--- src/rtl/assert_reporter_pkg.sv ---
// Shared types and constants for the assertion reporter: FSM state encoding,
// message kinds, ASCII bytes, message lengths and the hex digit helper.
package assert_reporter_pkg;

  // FSM state enumeration, kept as plain constants for legacy tools.
  typedef logic [1:0] state_t;
  localparam state_t ST_IDLE      = 2'd0;
  localparam state_t ST_SEND_CHK  = 2'd1;
  localparam state_t ST_SEND_DONE = 2'd2;
  localparam state_t ST_HALT      = 2'd3;

  typedef enum logic [1:0] {
    MSG_OK   = 2'd0,
    MSG_FAIL = 2'd1,
    MSG_DONE = 2'd2
  } msg_t;

  localparam logic [7:0] ASC_O     = 8'h6F;
  localparam logic [7:0] ASC_K     = 8'h6B;
  localparam logic [7:0] ASC_F     = 8'h66;
  localparam logic [7:0] ASC_A     = 8'h61;
  localparam logic [7:0] ASC_I     = 8'h69;
  localparam logic [7:0] ASC_L     = 8'h6C;
  localparam logic [7:0] ASC_D     = 8'h64;
  localparam logic [7:0] ASC_N     = 8'h6E;
  localparam logic [7:0] ASC_E     = 8'h65;
  localparam logic [7:0] ASC_COLON = 8'h3A;
  localparam logic [7:0] ASC_SPACE = 8'h20;
  localparam logic [7:0] ASC_LF    = 8'h0A;

  localparam logic [3:0] LEN_OK   = 4'd7;
  localparam logic [3:0] LEN_FAIL = 4'd9;
  localparam logic [3:0] LEN_DONE = 4'd5;

  // Uppercase hex digit: 0-9 -> '0'..'9', 10-15 -> 'A'..'F'.
  function automatic logic [7:0] hex_ascii(input logic [3:0] nib);
    if (nib < 4'd10) return 8'h30 + {4'h0, nib};
    else             return 8'h37 + {4'h0, nib};
  endfunction

  function automatic logic [3:0] msg_len(input msg_t kind);
    case (kind)
      MSG_OK:   return LEN_OK;
      MSG_FAIL: return LEN_FAIL;
      default:  return LEN_DONE;
    endcase
  endfunction

endpackage

--- src/rtl/assert_reporter_msg.sv ---
// Combinational byte lookup: returns byte idx of the selected message, with the
// assertion id rendered as two uppercase hex digits.
module assert_reporter_msg
  import assert_reporter_pkg::*;
(
  input  msg_t        msg_type,
  input  logic [3:0]  idx,
  input  logic [7:0]  id,
  output logic [7:0]  data
);

  logic [7:0] hex_hi;
  logic [7:0] hex_lo;

  assign hex_hi = hex_ascii(id[7:4]);
  assign hex_lo = hex_ascii(id[3:0]);

  // NOTE: every path assigns data first, so no latch is inferred for
  // out-of-range indices.
  always_comb begin
    data = 8'h00;
    case (msg_type)
      MSG_OK: begin
        case (idx)
          4'd0:    data = ASC_O;
          4'd1:    data = ASC_K;
          4'd2:    data = ASC_COLON;
          4'd3:    data = ASC_SPACE;
          4'd4:    data = hex_hi;
          4'd5:    data = hex_lo;
          4'd6:    data = ASC_LF;
          default: data = 8'h00;
        endcase
      end
      MSG_FAIL: begin
        case (idx)
          4'd0:    data = ASC_F;
          4'd1:    data = ASC_A;
          4'd2:    data = ASC_I;
          4'd3:    data = ASC_L;
          4'd4:    data = ASC_COLON;
          4'd5:    data = ASC_SPACE;
          4'd6:    data = hex_hi;
          4'd7:    data = hex_lo;
          4'd8:    data = ASC_LF;
          default: data = 8'h00;
        endcase
      end
      MSG_DONE: begin
        case (idx)
          4'd0:    data = ASC_D;
          4'd1:    data = ASC_O;
          4'd2:    data = ASC_N;
          4'd3:    data = ASC_E;
          4'd4:    data = ASC_LF;
          default: data = 8'h00;
        endcase
      end
      default: data = 8'h00;
    endcase
  end

endmodule

--- src/rtl/assert_reporter.sv ---
// Assertion reporter: accepts pass/fail check results, streams an ASCII line
// per check over a valid/ready byte port, and emits a final "done" line.
module assert_reporter
  import assert_reporter_pkg::*;
#(
  parameter int COUNT_WIDTH = 16
) (
  input  logic                   CLK,
  input  logic                   RST,
  input  logic                   CHK_VALID,
  output logic                   CHK_READY,
  input  logic                   CHK_PASS,
  input  logic [7:0]             CHK_ID,
  input  logic                   DONE_REQ,
  output logic [7:0]             TX_DATA,
  output logic                   TX_VALID,
  input  logic                   TX_READY,
  output logic [COUNT_WIDTH-1:0] PASS_COUNT,
  output logic [COUNT_WIDTH-1:0] FAIL_COUNT,
  output logic                   ALL_OK,
  output logic                   FINISHED,
  output logic                   EXIT_CODE
);

  state_t     state;
  msg_t       msg_type_q;
  logic [3:0] idx_q;
  logic [7:0] id_q;

  msg_t       lut_type;
  logic [3:0] lut_idx;
  logic [7:0] lut_id;
  logic [7:0] lut_data;
  logic       last_byte;

  // In IDLE the lookup prepares byte 0 of the incoming message; while sending
  // it prepares the byte after the one currently on TX_DATA.
  always_comb begin
    lut_type = msg_type_q;
    lut_idx  = idx_q + 4'd1;
    lut_id   = id_q;
    if (state == ST_IDLE) begin
      lut_idx = 4'd0;
      lut_id  = CHK_ID;
      if (!CHK_VALID)    lut_type = MSG_DONE;
      else if (CHK_PASS) lut_type = MSG_OK;
      else               lut_type = MSG_FAIL;
    end
  end

  assert_reporter_msg u_msg (
    .msg_type (lut_type),
    .idx      (lut_idx),
    .id       (lut_id),
    .data     (lut_data)
  );

  assign last_byte = (idx_q == msg_len(msg_type_q) - 4'd1);

  // NOTE: all state here uses non-blocking assignments so every register
  // samples the pre-edge values, independent of statement order.
  always_ff @(posedge CLK) begin
    if (RST) begin
      state      <= ST_IDLE;
      msg_type_q <= MSG_OK;
      idx_q      <= 4'd0;
      id_q       <= 8'h00;
      CHK_READY  <= 1'b0;
      TX_DATA    <= 8'h00;
      TX_VALID   <= 1'b0;
      PASS_COUNT <= '0;
      FAIL_COUNT <= '0;
      ALL_OK     <= 1'b1;
      FINISHED   <= 1'b0;
      EXIT_CODE  <= 1'b0;
    end else begin
      case (state)
        ST_IDLE: begin
          if (!CHK_READY) begin
            CHK_READY <= 1'b1;
          end else if (CHK_VALID) begin
            // A pending check always wins over DONE_REQ.
            state      <= ST_SEND_CHK;
            msg_type_q <= lut_type;
            id_q       <= CHK_ID;
            idx_q      <= 4'd0;
            TX_DATA    <= lut_data;
            TX_VALID   <= 1'b1;
            CHK_READY  <= 1'b0;
            if (CHK_PASS) begin
              if (PASS_COUNT != '1) PASS_COUNT <= PASS_COUNT + COUNT_WIDTH'(1);
            end else begin
              if (FAIL_COUNT != '1) FAIL_COUNT <= FAIL_COUNT + COUNT_WIDTH'(1);
              ALL_OK <= 1'b0;
            end
          end else if (DONE_REQ) begin
            state      <= ST_SEND_DONE;
            msg_type_q <= MSG_DONE;
            idx_q      <= 4'd0;
            TX_DATA    <= lut_data;
            TX_VALID   <= 1'b1;
            CHK_READY  <= 1'b0;
          end
        end
        ST_SEND_CHK, ST_SEND_DONE: begin
          if (TX_READY) begin
            if (last_byte) begin
              TX_VALID <= 1'b0;
              if (state == ST_SEND_CHK) begin
                state     <= ST_IDLE;
                CHK_READY <= 1'b1;
              end else begin
                state     <= ST_HALT;
                FINISHED  <= 1'b1;
                EXIT_CODE <= !ALL_OK;
              end
            end else begin
              idx_q   <= idx_q + 4'd1;
              TX_DATA <= lut_data;
            end
          end
        end
        ST_HALT: begin
          CHK_READY <= 1'b0;
          TX_VALID  <= 1'b0;
        end
        default: begin
          state     <= ST_IDLE;
          TX_VALID  <= 1'b0;
          CHK_READY <= 1'b0;
        end
      endcase
    end
  end

endmodule

--- config.mk ---
export PLATFORM = sky130hd
export DESIGN_NAME = assert_reporter
export DESIGN_NICKNAME = d
export VERILOG_FILES = /design/src/rtl/assert_reporter_pkg.sv /design/src/rtl/assert_reporter_msg.sv /design/src/rtl/assert_reporter.sv
export SDC_FILE = /design/constraint.sdc
export NUM_CORES = 1
export LEC_CHECK = 0
export ABC_AREA = 1
export CAP_MARGIN = 20
export CORE_UTILIZATION = 55
export DETAILED_ROUTE_END_ITERATION = 7
export HOLD_SLACK_MARGIN = 0.03
export PLACE_DENSITY_LB_ADDON = 0.05
export SLEW_MARGIN = 20
export SYNTH_ARGS = -nofsm -noshare
export SYNTH_HDL_FRONTEND = slang
export SYNTH_SLANG_ARGS = --single-unit
export TNS_END_PERCENT = 5
--- constraint.sdc ---
create_clock -name CLK -period 5.3 [get_ports CLK]
set_input_delay 1.325 -clock CLK [delete_from_list [all_inputs] [get_ports CLK]]
set_output_delay 1.325 -clock CLK [all_outputs]
set_load 0.03 [all_outputs]
# After elaboration in Yosys (flattened, before gate mapping)
# Cells that the tools add are included.
[op_classes]
n_eq_ne = 23
n_reduce_logical = 18
n_addsub = 8
n_bitwise = 2
magnitude_cmp = 2
n_mux = 45
[ops]
columns = ["operator", "n"]
rows = [
  ["8-bit one-hot mux with 9 select lines", 1],
  ["8-bit two-way mux", 8],
  ["8-bit one-hot mux with 7 select lines", 1],
  ["7-bit one-hot mux with 5 select lines", 1],
  ["16-bit by 1-bit adder with 16-bit output (second input constant)", 2],
  ["16-bit != test (second input constant)", 2],
  ["6-bit by 4-bit adder with 7-bit output (first input constant)", 4],
  ["4-bit two-way mux", 6],
  ["8-bit one-hot mux with 3 select lines", 1],
  ["5-bit AND reduction", 4],
  ["2-bit two-way mux", 9],
  ["4-bit by 3-bit == test with 1-bit output (second input constant)", 4],
  ["4-bit one-hot mux with 2 select lines", 2],
  ["8-bit one-hot mux with 2 select lines", 1],
  ["1-bit two-way mux", 12],
  ["4-bit AND reduction", 3],
  ["2-bit != test (second input constant)", 5],
  ["3-bit AND reduction", 3],
  ["4-bit by 2-bit == test with 1-bit output (second input constant)", 2],
  ["4-bit less-than comparator (second input constant)", 2],
  ["2-bit by 1-bit == test with 1-bit output (second input constant)", 3],
  ["2-bit == test (second input constant)", 3],
  ["2-bit logical NOT", 3],
  ["1-bit one-hot mux with 3 select lines", 2],
  ["12 further kinds", 14],
]
[word_totals]
input_bits = 14
output_inout_bits = 45
regBits = 61

# Depth between registers and ports, before layout
[depth]
word_depth = 10
depth_mapped = 16

# Modules after synthesis
# A second synthesis with hierarchy kept.
[hier_totals]
hier_cells = 651
area_unflattened_um2 = 4036.4
[by_module_without_submodules]
columns = ["mod", "cells_each", "n_inst", "area_each_um2", "seq_area_each_um2"]
rows = [
  ["assert_reporter", 509, 1, 3333.2, 1221.2],
  ["assert_reporter_msg", 142, 1, 703.2, 0.0],
]

# Worst setup path after synthesis
# OpenSTA, ideal clock, no wires.
[synth_timing]
kind = "input-to-reg"
from = "in CHK_ID[4]"
to = "reg TX_DATA[1]"
setup_time_ns = 0.071
t_arrival_ns = 2.343
cell_stages = 13
setup_slack_ns = 2.886
path_cell_list = "inv_1 nand2_1 o21ai_2 ha_1 inv_1 nand3_1 o21ai_0 nand2_1 nand3_1 nand2_1 nand3_1 nand2_1 a21oi_1"
[synth_between]
elab_chain_len = 9
elab_cells_between_ends = 14
classes_between = "2 x add/sub; 1 x order compare; 11 x mux"
[synth_rtl]
columns = ["item", "line", "source"]
rows = [
  ["from (decl)", "assert_reporter.sv:13", "input logic [7:0] CHK_ID,"],
  ["8-bit two-way mux (*)", "assert_reporter.sv:42", "if (state == ST_IDLE) begin"],
  ["6-bit by 4-bit adder with 7-bit output, or another cell as far along", "assert_reporter_pkg.sv:38", "else return 8'h37 + {4'h0, nib};"],
  ["8-bit two-way mux (*)", "assert_reporter_pkg.sv:37", "if (nib < 4'd10) return 8'h30 + {4'h0, nib};"],
  ["8-bit one-hot mux with 9 select lines or 8-bit one-hot mux with 7 select lines (tied branches)", "assert_reporter_msg.sv:36, assert_reporter_msg.sv:24", ""],
  ["8-bit one-hot mux with 3 select lines (*)", "assert_reporter_msg.sv:22", "case (msg_type)"],
  ["8-bit two-way mux", "assert_reporter.sv:96", "end else if (DONE_REQ) begin"],
  ["8-bit two-way mux", "assert_reporter.sv:81", "end else if (CHK_VALID) begin"],
  ["8-bit two-way mux", "assert_reporter.sv:79", "if (!CHK_READY) begin"],
  ["8-bit one-hot mux with 2 select lines (*)", "assert_reporter.sv:77", "case (state)"],
  ["to (signal assigned)", "assert_reporter.sv:87", "TX_DATA <= lut_data;"],
  ["to (signal assigned)", "assert_reporter.sv:100", "TX_DATA <= lut_data;"],
  ["to (signal assigned)", "assert_reporter.sv:119", "TX_DATA <= lut_data;"],
  ["to (decl)", "assert_reporter.sv:15", "output logic [7:0] TX_DATA,"],
]
# Every way passes the cells marked *; elsewhere a longest branch is shown, timed or not. The select of a mux whose other input is x is not followed.
# A chain may end at the register's enable or synchronous reset.

# Worst setup path in the final report
[layout_timing]
from = "in CHK_VALID"
to = "reg PASS_COUNT[14]"
[layout_between]
elab_chain_len = 1
[layout_rtl]
columns = ["item", "line", "source"]
rows = [
  ["from (decl)", "assert_reporter.sv:10", "input logic CHK_VALID,"],
  ["5-bit AND reduction (no source line)", "-", ""],
  ["to (signal assigned)", "assert_reporter.sv:91", "if (PASS_COUNT != '1) PASS_COUNT <= PASS_COUNT + COUNT_WIDTH'(1);"],
  ["to (decl)", "assert_reporter.sv:18", "output logic [COUNT_WIDTH-1:0] PASS_COUNT,"],
]
# No other way between the ends.

==> run_summary.xml <==
<?xml version="1.0" encoding="UTF-8"?>
<metrics>
  <group name="synth">
    <metric name="synth_async_sr_flop_share" unit="%">0</metric>
    <metric name="synth_top_area_cell" unit="">sky130_fd_sc_hd__dfxtp_1</metric>
    <metric name="synth.top_cell.area_share" unit="%">31.1</metric>
    <metric name="synth-edff-count" unit="">0</metric>
    <metric name="synth_instances" unit="">591</metric>
    <metric name="yosysWarnings" unit="">0</metric>
    <metric name="top_area_cells_in_the_synthesized_netlist" unit="">sky130_fd_sc_hd__dfxtp_1 31%, sky130_fd_sc_hd__nand2_1 14%, sky130_fd_sc_hd__inv_1 7.6%</metric>
    <metric name="synth.yosys.seq_area_share" unit="%">31.1</metric>
    <metric name="synth_cell_types" unit="">39</metric>
    <metric name="ys_dominant_reg_cell" unit="">sky130_fd_sc_hd__dfxtp_1</metric>
    <metric name="syn_area_per_cell" unit="um^2">6.53</metric>
    <metric name="post_synthesis_cell_area" unit="mm^2">0.00386</metric>
    <metric name="post_synthesis_net_count" unit="">613</metric>
    <metric name="number_of_flip_flops_and_latches_in_the_synthesized_netlist" unit="">60</metric>
  </group>
  <group name="worst_hold_path">
    <metric name="hp-class" unit="">reg -&gt; reg</metric>
    <metric name="worst_hold_path.endpoint" unit="">EXIT_CODE$_SDFFE_PP0P_</metric>
    <metric name="worst_hold_startpoint" unit="">EXIT_CODE$_SDFFE_PP0P_</metric>
    <metric name="min_path_cells" unit="">2</metric>
  </group>
  <group name="placed_design">
    <metric name="final_weighted_congestion_in_routability_driven_placement" unit="">0.944</metric>
    <metric name="numPortBuffers" unit="">57</metric>
    <metric name="post-dp-hpwl" unit="um">6950</metric>
  </group>
  <group name="global_route">
    <metric name="maximum_number_of_pins_on_one_net_before_global_route_repair" unit="">36</metric>
    <metric name="gr-usage-met1" unit="%">32.2</metric>
    <metric name="global_route_wire_length_before_repair" unit="um">16000</metric>
    <metric name="global_route.usage.met2" unit="%">48.8</metric>
    <metric name="antenna_found_initial" unit="">0</metric>
    <metric name="grt_usage" unit="%">27.0</metric>
    <metric name="grt_remaining_overflow" unit="">0</metric>
    <metric name="gr-max-usage-layer" unit="">met2</metric>
    <metric name="use_met3" unit="%">5.10</metric>
    <metric name="via_count_of_the_first_global_routing_pass" unit="">3695</metric>
  </group>
  <group name="clock_tree">
    <metric name="clock_sink_count" unit="">60</metric>
    <metric name="cts-resized-gates" unit="">0</metric>
    <metric name="cts_max_level" unit="">3</metric>
    <metric name="cts_tree" unit="">built</metric>
    <metric name="post-cts-setup-buffer-count" unit="">0</metric>
    <metric name="clk_root_buffer_cell" unit="">sky130_fd_sc_hd__clkbuf_8</metric>
    <metric name="insertion_delay" unit="ns">0.34</metric>
    <metric name="post_cts_hold_fix_bufs" unit="">0</metric>
    <metric name="ctsLongestPathBuffers" unit="">2</metric>
    <metric name="path_clk_slew" unit="ns">0.07</metric>
    <metric name="cts-buffers-inserted" unit="">9</metric>
  </group>
  <group name="job">
    <metric name="max_cap_violations" unit="">0</metric>
  </group>
  <group name="critical_path">
    <metric name="reg_to_reg_end" unit="">TX_DATA[1]$_SDFFE_PP0P_</metric>
    <metric name="worst-endpoint-arrival" unit="ns">3.23</metric>
    <metric name="ff2ff_setup_slack" unit="ns">2.50</metric>
    <metric name="setup.worst_path.end_class" unit="">flip-flop</metric>
    <metric name="startpoint" unit="">CHK_VALID</metric>
    <metric name="worstPathMaxFanout" unit="">15</metric>
    <metric name="startpoint_type" unit="">input pin</metric>
    <metric name="worst_r2r_path_depth" unit="">15</metric>
    <metric name="worstSetupPathType" unit="">in -&gt; reg</metric>
    <metric name="critical_path_required" unit="ns">5.53</metric>
    <metric name="reg2reg_from" unit="">state[0]$_SDFFE_PP0P_</metric>
  </group>
  <group name="die">
    <metric name="initial_utilization" unit="%">56.8</metric>
    <metric name="fp.dieH" unit="um">85.8</metric>
    <metric name="i_o_pin_count" unit="">59</metric>
    <metric name="dieWidth" unit="um">85.8</metric>
    <metric name="rows" unit="">30</metric>
    <metric name="design.core.area" unit="mm^2">0.00679</metric>
    <metric name="dieArea" unit="mm^2">0.00736</metric>
  </group>
  <group name="timing">
    <metric name="timing.setup.tns" unit="ns">0</metric>
    <metric name="skew" unit="ns">0.00814</metric>
    <metric name="setup_viol" unit="">0</metric>
    <metric name="worst_pin_slew" unit="ns">1.00</metric>
    <metric name="final_period_minus_worst_setup_slack" unit="ns">3.00</metric>
    <metric name="maxClockFrequency" unit="GHz">0.333</metric>
    <metric name="timing.final.max_slew_violations" unit="">0</metric>
    <metric name="finalHoldViolCount" unit="">0</metric>
    <metric name="timing.final.crit_share" unit="%">56.6</metric>
    <metric name="slew_headroom" unit="%">33.1</metric>
    <metric name="grt_setup_unrepaired" unit="">no</metric>
    <metric name="finalHoldWorstSlack" unit="ns">0.449</metric>
  </group>
  <group name="finish">
    <metric name="number_of_nets_in_the_layout" unit="">669</metric>
    <metric name="n_fill_cell" unit="">585</metric>
    <metric name="drive_above_1_share" unit="%">12.9</metric>
    <metric name="insertedDiodeCount" unit="">0</metric>
    <metric name="final_util" unit="%">69.7</metric>
    <metric name="area.growth.synth_to_final" unit="%">22.6</metric>
  </group>
  <group name="power">
    <metric name="power.leakage" unit="nW">2.00</metric>
    <metric name="irDropWorstVdd" unit="V">0.000173</metric>
    <metric name="power.density_cell_area" unit="mW/mm^2">428</metric>
  </group>
  <group name="status">
    <metric name="run_status" unit="">finished clean</metric>
  </group>
  <group name="detailed_routing">
    <metric name="detail_route.iter0.violations" unit="">165</metric>
    <metric name="dr.pass1.iters" unit="">4</metric>
    <metric name="remaining_drc_errors" unit="">0</metric>
    <metric name="finalWirelength" unit="um">9290</metric>
    <metric name="postRouteAntennaNets" unit="">0</metric>
    <metric name="drt-wirelength-per-cell" unit="um">12.4</metric>
    <metric name="vias_per_cell" unit="">5.21</metric>
    <metric name="dr_total_vias" unit="">3894</metric>
  </group>
</metrics>
[final cells by class]
| type | count | area [um^2] | share of cell area (%) |
|---|---|---|---|
| Clock buffer | 10 | 138 | 2.91 |
| Timing Repair Buffer | 58 | 578 | 12.2 |
| Clock inverter | 6 | 111 | 2.35 |
| Multi-Input combinational cell | 426 | 2240 | 47.3 |
| Tap cell | 96 | 120 | 2.54 |
| Inverter | 92 | 345 | 7.30 |
| Sequential cell | 60 | 1200 | 25.4 |
[kinds of logic after synthesis]
group	count (synthesis)	share of synthesized area, %
xor+xnor	6	1.36
simple gates	300	36.9
flops	60	31.1
buf+inv	105	10.9
fa+ha+maj	8	2.59
compound gates	111	17.0
other cells	1	0.0971
[per-layer routing]
layer,vias to the layer above,part of all wire [%]
met2,95,49
met3,12,4.6
li1,2012,-
met4,0,1.3
met5,-,0
met1,1775,45
[cells in the final DEF (no fill, tap or decap), types with 2 or more instances in the layout]
| master | instances |
|---|---|
| sky130_fd_sc_hd__a211oi_1 | 2 |
| sky130_fd_sc_hd__a211oi_2 | 4 |
| sky130_fd_sc_hd__a21oi_1 | 48 |
| sky130_fd_sc_hd__a21oi_2 | 3 |
| sky130_fd_sc_hd__bufinv_16 | 3 |
| sky130_fd_sc_hd__clkbuf_8 | 10 |
| sky130_fd_sc_hd__clkdlybuf4s50_1 | 57 |
| sky130_fd_sc_hd__dfxtp_1 | 60 |
| sky130_fd_sc_hd__ha_1 | 8 |
| sky130_fd_sc_hd__inv_1 | 78 |
| sky130_fd_sc_hd__inv_2 | 14 |
| sky130_fd_sc_hd__nand2_1 | 148 |
| sky130_fd_sc_hd__nand2_2 | 13 |
| sky130_fd_sc_hd__nand2_4 | 5 |
| sky130_fd_sc_hd__nand3_1 | 43 |
| sky130_fd_sc_hd__nand4_1 | 13 |
| sky130_fd_sc_hd__nor2_1 | 49 |
| sky130_fd_sc_hd__nor2_2 | 5 |
| sky130_fd_sc_hd__nor2_4 | 10 |
| sky130_fd_sc_hd__nor3_1 | 6 |
| sky130_fd_sc_hd__nor4_1 | 3 |
| sky130_fd_sc_hd__o211ai_1 | 2 |
| sky130_fd_sc_hd__o21a_1 | 3 |
| sky130_fd_sc_hd__o21ai_0 | 31 |
| sky130_fd_sc_hd__o21ai_1 | 7 |
| sky130_fd_sc_hd__o21ai_2 | 7 |
| sky130_fd_sc_hd__xor2_1 | 5 |
[Yosys cell counts, drive strengths merged, types with 2 or more instances]
library cell and number:
o21a 3, dfxtp 60, a21oi 51, a211oi 6
clkbuf 7, ha 8, buf 6, xor2 5
inv 92, o21ai 45, nand3 44, nor2 64
nand2 166, nor4 3, nor3 7, o211ai 2
nand4 14
[worst max path at each step]
stage	end	slack (ns)
2_1_floorplan	TX_DATA[1]$_SDFFE_PP0P_	2.89
4_1_cts	PASS_COUNT[9]$_SDFFE_PP0P_	2.31
3_5_place_dp	PASS_COUNT[9]$_SDFFE_PP0P_	1.97
3_3_place_gp	PASS_COUNT[11]$_SDFFE_PP0P_	2.02
6_report	PASS_COUNT[14]$_SDFFE_PP0P_	2.30
5_1_grt	PASS_COUNT[14]$_SDFFE_PP0P_	2.10
[worst max-delay path, stage by stage]
cell	delay [ns]
sky130_fd_sc_hd__clkdlybuf4s50_1	0.51
sky130_fd_sc_hd__nand2_1	0.11
sky130_fd_sc_hd__inv_2	0.14
sky130_fd_sc_hd__nand2_2	0.18
sky130_fd_sc_hd__nor2_1	0.22
sky130_fd_sc_hd__nand2_2	0.19
sky130_fd_sc_hd__nor4_1	0.29
sky130_fd_sc_hd__nand4_1	0.12
sky130_fd_sc_hd__nand2_1	0.08
sky130_fd_sc_hd__nor2_1	0.05
[flip-flops by register name, summed over array words and instances (netlist names), 2 cells and up]
register,flops
id_q,8
PASS_COUNT,16
FAIL_COUNT,16
state,2
msg_type_q,2
TX_DATA,7
idx_q,4
[stage by stage]
stage	power [mW]	area, um^2	worst slack (ns)	std cells
2_1_floorplan	1.31	3860	2.89	591
3_3_place_gp	1.49	4480	2.02	732
3_5_place_dp	1.51	4480	1.97	732
4_1_cts	2.03	4730	2.31	748
5_1_grt	2.18	4730	2.10	748
6_report	2.03	4730	2.30	748
[power breakdown]
group	internal [mW]	switching, mW
logic	0.315	0.648
clock network	0.325	0.187
registers	0.509	0.0410
total	1.15	0.877
No activity file was read; power rests on OpenSTA's default activity.
